## config.mk

```make
export PLATFORM = sky130hd
export DESIGN_NAME = bob_retire
export DESIGN_NICKNAME = d
export VERILOG_FILES = /design/src/rtl/bob_retire_pkg.sv /design/src/rtl/bob_retire_sat_counter.sv /design/src/rtl/bob_retire.sv
export SDC_FILE = /design/constraint.sdc
export NUM_CORES = 1
export LEC_CHECK = 0
export ABC_CLOCK_PERIOD_IN_PS = 2350
export CAP_MARGIN = 10
export CORE_ASPECT_RATIO = 1.2
export CORE_UTILIZATION = 44
export CTS_CLUSTER_SIZE = 10
export DETAILED_ROUTE_END_ITERATION = 6
export PLACE_DENSITY_LB_ADDON = 0.1
export REMOVE_ABC_BUFFERS = 1
export SLEW_MARGIN = 0
export SYNTH_ARGS = -nofsm -noshare
export SYNTH_HDL_FRONTEND = slang
export SYNTH_SLANG_ARGS = --single-unit
```

## constraint.sdc

```tcl
create_clock -name clock -period 2.35 [get_ports clock]
set_input_delay 0.5875 -clock clock [delete_from_list [all_inputs] [get_ports clock]]
set_output_delay 0.5875 -clock clock [all_outputs]
set_load 0.02 [all_outputs]
```

## src/rtl/bob_retire_pkg.sv

```systemverilog
// Shared branch-predictor constants, BOB head entry layout and retire FSM encoding.
package bob_retire_pkg;

    localparam int BOB_PCW    = 64;
    localparam int BHTW       = 10;
    localparam int BHRW       = 12;
    localparam int RASW       = 4;
    localparam int INSN_BYTES = 4;

    // 93-bit checkpoint written by the fetch side, popped here at retire.
    typedef struct packed {
        logic [BOB_PCW-1:0] brpc;
        logic               brdir;
        logic               chwe;
        logic               chbrdir;
        logic [BHTW-1:0]    bht;
        logic [BHRW-1:0]    bhr;
        logic [RASW-1:0]    rasptr;
    } bob_entry_t;

    typedef enum logic {
        ST_IDLE  = 1'b0,
        ST_DRAIN = 1'b1
    } state_t;

endpackage

```

## src/rtl/bob_retire_sat_counter.sv

```systemverilog
// Saturating up-counter for performance statistics.
// Latency: count reflects an increment one cycle after inc; holds at all-ones.
module sat_counter #(
    parameter int W = 32
) (
    input  logic         clock,
    input  logic         reset,
    input  logic         inc,
    output logic [W-1:0] count
);

    always_ff @(posedge clock) begin
        if (reset) begin
            count <= '0;
        end else if (inc && !(&count)) begin
            count <= count + 1'b1;
        end
    end

endmodule

```

## src/rtl/bob_retire.sv

```systemverilog
// Retire-side BOB consumer: pops the head checkpoint, updates predictor tables, recovers on mispredict.
// Latency: pop is combinational; updates/recovery registered, 1 cycle after accept.
// Backpressure: none; retires are ignored (not popped) while draining after a flush.
module bob_retire
    import bob_retire_pkg::*;
#(
    parameter int PCW          = BOB_PCW,
    parameter int DRAIN_CYCLES = 2,
    parameter int CNTW         = 32
) (
    input  logic             clock,
    input  logic             reset,
    input  logic             brcond_vld_rt_i,
    input  logic             brcond_taken_rt_i,
    input  logic [PCW-1:0]   brcond_tgt_rt_i,
    input  logic             bob_valid_i,
    input  logic [PCW-1:0]   bob_brpc_i,
    input  logic             bob_brdir_i,
    input  logic             bob_chwe_i,
    input  logic             bob_chbrdir_i,
    input  logic [BHTW-1:0]  bob_bht_i,
    input  logic [BHRW-1:0]  bob_bhr_i,
    input  logic [RASW-1:0]  bob_rasptr_i,
    output logic             bob_re_o,
    output logic             lht_we_o,
    output logic [BHTW-1:0]  lht_idx_o,
    output logic [BHTW-1:0]  lht_wdata_o,
    output logic             lpht_we_o,
    output logic [BHTW-1:0]  lpht_idx_o,
    output logic             lpht_taken_o,
    output logic             gpht_we_o,
    output logic [BHRW-1:0]  gpht_idx_o,
    output logic             gpht_taken_o,
    output logic             cpht_we_o,
    output logic [BHRW-1:0]  cpht_idx_o,
    output logic             cpht_dir_o,
    output logic             recov_vld_o,
    output logic [PCW-1:0]   recov_pc_o,
    output logic [BHRW-1:0]  recov_bhr_o,
    output logic [RASW-1:0]  recov_rasptr_o,
    output logic             flush_o,
    output logic             busy_o,
    output logic             err_o,
    output logic [CNTW-1:0]  br_cnt_o,
    output logic [CNTW-1:0]  mis_cnt_o
);

    localparam int DW = (DRAIN_CYCLES > 1) ? $clog2(DRAIN_CYCLES) : 1;

    state_t      state;
    logic [DW-1:0] drain_cnt;
    bob_entry_t  head;
    logic        accept;
    logic        emit;
    logic        mis;
    logic        taken;

    assign head = '{brpc:    bob_brpc_i,
                    brdir:   bob_brdir_i,
                    chwe:    bob_chwe_i,
                    chbrdir: bob_chbrdir_i,
                    bht:     bob_bht_i,
                    bhr:     bob_bhr_i,
                    rasptr:  bob_rasptr_i};

    assign taken    = brcond_taken_rt_i;
    assign accept   = brcond_vld_rt_i & bob_valid_i & (state != ST_DRAIN);
    assign bob_re_o = accept;
    // A younger branch popped while an older mispredict is being emitted is on the wrong path.
    assign emit     = accept & ~recov_vld_o;
    assign mis      = taken != head.brdir;

    always_ff @(posedge clock) begin
        if (reset) begin
            lht_we_o       <= 1'b0;
            lht_idx_o      <= '0;
            lht_wdata_o    <= '0;
            lpht_we_o      <= 1'b0;
            lpht_idx_o     <= '0;
            lpht_taken_o   <= 1'b0;
            gpht_we_o      <= 1'b0;
            gpht_idx_o     <= '0;
            gpht_taken_o   <= 1'b0;
            cpht_we_o      <= 1'b0;
            cpht_idx_o     <= '0;
            cpht_dir_o     <= 1'b0;
            recov_vld_o    <= 1'b0;
            recov_pc_o     <= '0;
            recov_bhr_o    <= '0;
            recov_rasptr_o <= '0;
            flush_o        <= 1'b0;
        end else begin
            lht_we_o    <= emit;
            lpht_we_o   <= emit;
            gpht_we_o   <= emit;
            cpht_we_o   <= emit & head.chwe;
            recov_vld_o <= emit & mis;
            flush_o     <= emit & mis;
            if (emit) begin
                lht_idx_o      <= head.brpc[BHTW+1:2];
                lht_wdata_o    <= {head.bht[BHTW-2:0], taken};
                lpht_idx_o     <= head.bht;
                lpht_taken_o   <= taken;
                gpht_idx_o     <= head.bhr;
                gpht_taken_o   <= taken;
                cpht_idx_o     <= head.bhr;
                cpht_dir_o     <= head.chbrdir;
                recov_pc_o     <= taken ? brcond_tgt_rt_i : head.brpc + PCW'(INSN_BYTES);
                recov_bhr_o    <= {head.bhr[BHRW-2:0], taken};
                recov_rasptr_o <= head.rasptr;
            end
        end
    end

    always_ff @(posedge clock) begin
        if (reset) begin
            state     <= ST_IDLE;
            drain_cnt <= '0;
            busy_o    <= 1'b0;
        end else begin
            case (state)
                ST_IDLE: begin
                    if (recov_vld_o) begin
                        state     <= ST_DRAIN;
                        drain_cnt <= DW'(DRAIN_CYCLES - 1);
                        busy_o    <= 1'b1;
                    end
                end
                ST_DRAIN: begin
                    if (drain_cnt == '0) begin
                        state  <= ST_IDLE;
                        busy_o <= 1'b0;
                    end else begin
                        drain_cnt <= drain_cnt - 1'b1;
                    end
                end
                default: begin
                    state  <= ST_IDLE;
                    busy_o <= 1'b0;
                end
            endcase
        end
    end

    always_ff @(posedge clock) begin
        if (reset) begin
            err_o <= 1'b0;
        end else if (brcond_vld_rt_i && !bob_valid_i && state != ST_DRAIN) begin
            err_o <= 1'b1;
        end
    end

    sat_counter #(.W(CNTW)) u_br_cnt (
        .clock (clock),
        .reset (reset),
        .inc   (emit),
        .count (br_cnt_o)
    );

    sat_counter #(.W(CNTW)) u_mis_cnt (
        .clock (clock),
        .reset (reset),
        .inc   (emit & mis),
        .count (mis_cnt_o)
    );

endmodule

```

==> summary.txt <==
Outcome
  – Status: complete, no violations

Yosys
  – Cell with the most instances after synthesis: dfxtp_1
  – Post-Synthesis Cell Area: about 9000 um^2
  – Syn. warnings: 0
  – Synth Instances: about 1100
  – Post-synth top area share: 0.384
  – Count of cell types in the netlist: 61
  – Asr flop ratio synth: 0
  – Post-synth EDFFs: 0
  – Yosys reg bits: between 150 and 200
  – Synth top area cells: dfxtp_1 38%, nand2_1 7.1%, xnor2_1 6.3%, a21oi_1 5.5%, xor2_1 4.6%
  – Top FF cell, synth: dfxtp_1
  – Part of the Yosys area used for sequential elements: 0.384
  – Top cells by count, synth: 173 x dfxtp_1, 171 x nand2_1, 100 x a21oi_1
  – Syn avg cell area: a little over 8 um^2
  – Synth area leader: dfxtp_1

Timing
  – Hold Fails Final Rpt: 0
  – Setup WS post-layout: between 0.07 and 0.08 ns
  – RSZ-0062 raised after global routing: no
  – Min Hold Slack: 0.456 ns
  – Tcrit/Tclk final: 0.970
  – Final Skew: between 0.01 and 0.015 ns
  – Post-layout min period: roughly 2.3 ns
  – Slew @ Worst Pin: around 0.43 ns
  – Fmax: ~440 MHz
  – Worst slew margin: 0.710
  – TNS Setup: 0 ns
  – Setup-failing EPs final: 0
  – Final Max Tran Viols: 0

Power
  – Sequential share of power: 0.420
  – Leak: roughly 0.0052 uW
  – PwrDens: a little over 500 nW/um^2
  – Clock power frac: 0.397
  – Psw: 2000 uW
  – Combinational fraction of design power: 0.183
  – Max VDD drop: 495 uV
  – Sw Share: 0.271
  – Power Internal: around 5400 uW

Hold path
  – Hold Path Sink: lpht_idx_o[9]
  – Hold Path Class: flop to flop
  – Hold path cells: 2
  – Min-delay src: lpht_idx_o[9]

Critical path
  – Buffers plus inverters on the worst setup path: 1
  – Crit path depth: 6
  – Slowest cell on crit path: or4_1
  – CP top delay family: simple AND/OR/NAND/NOR gates
  – Worst EP required: around 2.7 ns
  – Worst Setup End Kind: flop
  – Reg-to-reg endpoint: u_mis_cnt.count[8]
  – CP Class: flop to flop
  – Reg-to-Reg Start: u_mis_cnt.count[9]
  – Worst EP arrival: between 2 and 3 ns
  – Startpoint Class: flop
  – Slowest stage delay, CP: between 0.6 and 0.7 ns
  – Slack of the worst reg-to-reg path: between 0.07 and 0.08 ns
  – Worst Reg-to-Reg Cells: 6
  – CP Max Fanout: 9
  – Critical path cell sequence: nand4_1 -> or4_1 -> o211ai_2 -> buf_4 -> xor2_1 -> nor2_1

Floorplanning
  – Row Count: between 50 and 60
  – CORE AREA: just over 20000 um^2
  – Height of the die: 159 um
  – Die X: ~130 um
  – Initial Util: 0.447
  – DIE AREA: around 21000 um^2
  – Top Ports: roughly 370

Layout
  – Final Cell Area: 14200 um^2
  – Antenna diodes: 0
  – Final #Nets: ~1700
  – Area growth syn-to-layout: 57.8%
  – Filler cells: between 1500 and 2000
  – Non-filler instance count after layout: 1807
  – Share of cells above drive strength 1: 0.145

Routing
  – Final wirelength: between 20000 and 30000 um
  – Routed wire per std cell: between 15 and 20 um
  – Via Count: around 9400
  – DRT iter0 DRCs: 436
  – Pre-Repair DR Iteration Count: 5
  – DR vias/cell: about 5.2
  – Final ANT Viol Nets: 0
  – Post-route DRC: 0

Clock tree
  – CTS max path bufs: 2
  – CTS tree: yes
  – Worst-Skew Late Latency: between 0.4 and 0.5 ns
  – CTS H-tree lvls: 4
  – Hold_buf cts: 0
  – CTS buffer count: 17
  – Clock slew at reported path FFs: 0.07 ns
  – Clock Sink Count: 173
  – CTS Root Cell: clkbuf_16

GRT
  – Global-route wire length before repair: between 40000 and 50000 um
  – Number of global-route vias before repair: 9203
  – GRT Overall Usage: 0.282
  – Remaining Overflow, GRT: 0
  – Initial antenna violation count: 0
  – Largest net degree at the start of global routing: just over 80

Place
  – Dpl hpwl: around 22000 um
  – Port buffer count: ~370
  – Inst Count DP: 1774
  – Routability Congestion: 0.907
  – Pre-CTS WS: -0.343 ns
  – DP Area: approximately 14000 um^2

Run
  – Maxcap violations: 0
-- layout make-up --
cell class                 instances  area [um^2]  area share
clock buffer                      19          443      0.0311
clock inverter                    13          158      0.0111
inverter                          24         90.1     0.00632
multi-input combinational        802         4900       0.344
sequential                       173         3460       0.243
tap                              265          332      0.0233
timing repair buffer             511         4860       0.341
-- power groups by stage --
stage / Combinational [uW] / Clock (uW) / Sequential, uW
floorplan: 299 / 0 / 3320
global placement: 1340 / 0 / 3160
detailed placement: 1350 / 0 / 3170
CTS: 1350 / 2970 / 3100
global route: 1450 / 3100 / 3110
finish: 1350 / 2930 / 3100
-- per-layer routing --
| metal | global-route usage | part of all wire | vias up |
|---|---|---|---|
| met5 | 0 | 0 | - |
| met4 | 0.120 | 0.036 | 0 |
| met3 | 0.0795 | 0.068 | 66 |
| met2 | 0.486 | 0.49 | 299 |
| met1 | 0.326 | 0.41 | 4339 |
| li1 | - | - | 4667 |
-- state kept, by name, indices dropped and copies added (netlist names) --
register and count:
recov_pc_o 64, u_br_cnt.count 32, u_mis_cnt.count 32, cpht_idx_o 12
lht_idx_o 10, lht_wdata_o 9, recov_rasptr_o 4, lpht_idx_o 2
busy_o 1, cpht_dir_o 1, cpht_we_o 1, drain_cnt 1
err_o 1, flush_o 1, gpht_we_o 1, state 1
-- worst max path at each step --
stage	from	end
global placement	bob_brpc_i[10]	recov_pc_o[55]
detailed placement	bob_brpc_i[10]	recov_pc_o[55]
CTS	bob_valid_i	bob_re_o
finish	u_mis_cnt.count[9]	u_mis_cnt.count[8]
floorplan	flush_o	u_br_cnt.count[31]
global route	bob_brpc_i[10]	recov_pc_o[55]
-- layout by cell type (no fill, tap or decap), types with 24 or more instances in the layout --
cell and count:
xor2_1 47, clkdlybuf4s50_1 368, and3_1 41, xnor2_1 65, dfxtp_1 173, nor2_1 82
buf_4 132, nand4_1 40, nand3_1 45, nand2_1 171, o22ai_1 27, inv_1 24
a21oi_1 100
-- logic make-up (layout without fill, tap and decap cells) --
kind of cell	Yosys count	in the layout	share of synthesized area
AOI/OAI and AO/OA	191	191	0.125
muxes	5	5	0.00554
buffers and inverters	131	567	0.0771
adders and majority gates	3	3	0.00416
and+or+nand+nor	491	491	0.296
DFF	173	173	0.384
xor gates and xnor gates	112	112	0.109
-- worst reg2reg max path, delay by kind of cell (launching register included) --
kind                      cells  cell delay, ns
xor gates and xnor gates      1            0.16
DFF                           1            0.42
buffers and inverters         1            0.20
AOI/OAI and AO/OA             1            0.41
and+or+nand+nor               3            0.97
-- what timing repair did --
action / CTS / global route
buffers inserted: 0 / 1
pin swaps: 0 / 2
endpoints found under the setup margin: 1 / 1
resized for setup: 1 / 1
-- stage by stage --
stage | utilization | power, uW
floorplan | - | 3620
global placement | 0.675 | 4500
detailed placement | 0.675 | 4520
CTS | 0.705 | 7420
global route | 0.706 | 7660
finish | 0.706 | 7380
No activity file was read; power rests on OpenSTA's default activity.
==> RTL edit (config.mk and constraints unchanged) <==
`CNTW`: 32 -> 64.
--- a/src/rtl/bob_retire.sv
+++ b/src/rtl/bob_retire.sv
@@ -6,7 +6,7 @@
 #(
     parameter int PCW          = BOB_PCW,
     parameter int DRAIN_CYCLES = 2,
-    parameter int CNTW         = 32
+    parameter int CNTW         = 64
 ) (
     input  logic             clock,
     input  logic             reset,
Interface: changed (resized br_cnt_o and mis_cnt_o); port bits go from 372 to 436. The function was not compared with the original's and may differ.
==> RTL edit against the original RTL <==
  * Worst setup slack worse by 0.061 ns
  * Die area up 39%
  * Clock power up 35%
  * Final area up 40%
  * Synthesized cell count up 45%
  * Synthesized area up 39%
  * Total power up 30%
  * Sequential cell count up 64
  * Routed wire length up 57%
  * Final cell count up 45%
  * Utilization up 0.76 points
  * Critical endpoint is now u_mis_cnt.count[29]$_SDFFE_PP0P_
  * Largest cell class unchanged
  * Largest power group unchanged
==> RTL edit: results (changes against the original RTL) <==
qor: global_route.first_pass_grt_wire_length 71900 um [was 47300 um]
qor: min_path.worst_hold_path_type in -> reg [was reg -> reg]
qor: final_layout.post_layout_nonfiller_instances 2616 [was 1807]
qor: cts.postcts_setup_bufs 4 [was 0]
qor: critical_path.r2r_end u_mis_cnt.count[29]$_SDFFE_PP0P_ [was u_mis_cnt.count[8]$_SDFFE_PP0P_]
qor: synth.syn_avg_cell_area 7.82 um2 [was 8.16 um2]
qor: place.placed_area 19000 um2 [was 13600 um2]
qor: final_layout.top_regs recov_pc_o: 64 flops, u_br_cnt.count: 64 flops, u_mis_cnt.count: 64 flops [was recov_pc_o: 64 flops, u_br_cnt.count: 32 flops, u_mis_cnt.count: 32 flops]
qor: final_layout.final_layout_clock_buffer_total 38 [was 19]
qor: route.first_iter_violations 796 [was 436]
qor: final_layout.signal_buffers 733 [was 511]
qor: run_status.status finished, final reports clean [unchanged]
qor: final_layout.n_sequential_cell 237 [was 173]
qor: final_layout.diodes 2 [was 0]
qor: die.fp-row-count 67 [was 57]
qor: final_layout.filler_cell_count 2357 [was 1698]
qor: final_layout.area_delta_synth_final 59.0% [was 57.8%]
qor: cts.cts_buffer_depth 3 [was 2]
qor: global_route.maximum_number_of_pins_on_one_net_before_global_route_repair 90 [was 82]
qor: global_route.antenna_found_initial 4 [was 0]
qor: route.detailroute.wirelength.met3 3630 um [was 2000 um]
qor: final_layout.fraction_of_final_layout_cells_sized_beyond_drive_strength_1 17.2% [was 14.5%]
qor: place.numPlacedInstances 2569 [was 1774]
qor: route.vias 14400 [was 9371]
qor: synth.netlist_top_cells_count dfxtp_1 (237), nand2_1 (211), a21oi_1 (145) [was dfxtp_1 (173), nand2_1 (171), a21oi_1 (100)]
qor: sta.achievable-frequency 0.427 GHz [was 0.439 GHz]
qor: synth.synth-seq-area-share 37.8% [was 38.4%]
qor: final_layout.clock_cell_area_share 4.00% [was 4.22%]
qor: global_route.use_met3 7.41% [was 7.95%]
qor: global_route.groute.usage.overall 30.6% [was 28.2%]
qor: final_layout.multi_input_gate_share_of_total_cell_area 35.8% [was 34.4%]
qor: cts.tritoncts_buffers 28 [was 17]
qor: final_layout.layout.comb_gates.multi_input 1203 [was 802]
qor: power_and_ir_drop.power.share.switching 25.2% [was 27.1%]
qor: sta.whs 0.432 ns [was 0.456 ns]
-- RTL edit: cell count changes in the layout (fill, tap and decap cells not counted), moves of 16 or more --
cell,before,now
a21oi_1,100,144
buf_4,132,282
clkdlybuf4s50_1,368,431
dfxtp_1,173,234
nand2_1,171,211
nand3_1,45,84
nand4_1,40,70
nor2_1,82,115
nor3_1,19,48
nor3_2,17,1
nor4_1,5,28
o21ai_0,19,46
o31ai_1,1,28
or4_1,4,31
-- RTL edit: cell families after synthesis --
kind of cell | share of synthesized area, %
compound gates | 14.6
xor+xnor | 7.67
fa+ha+maj | 0.299
buf+inv | 6.35
flops | 37.8
mux | 1.57
simple gates | 31.7
-- RTL edit: worst max-delay path, cell delays in order, from the launching register on --
cell and delay, ns:
dfxtp_2 0.32, nand4_1 0.26, or4_1 0.47, or3_4 0.36, nor3_4 0.24, buf_6 0.20, nor4_2 0.07, mux2_1 0.30
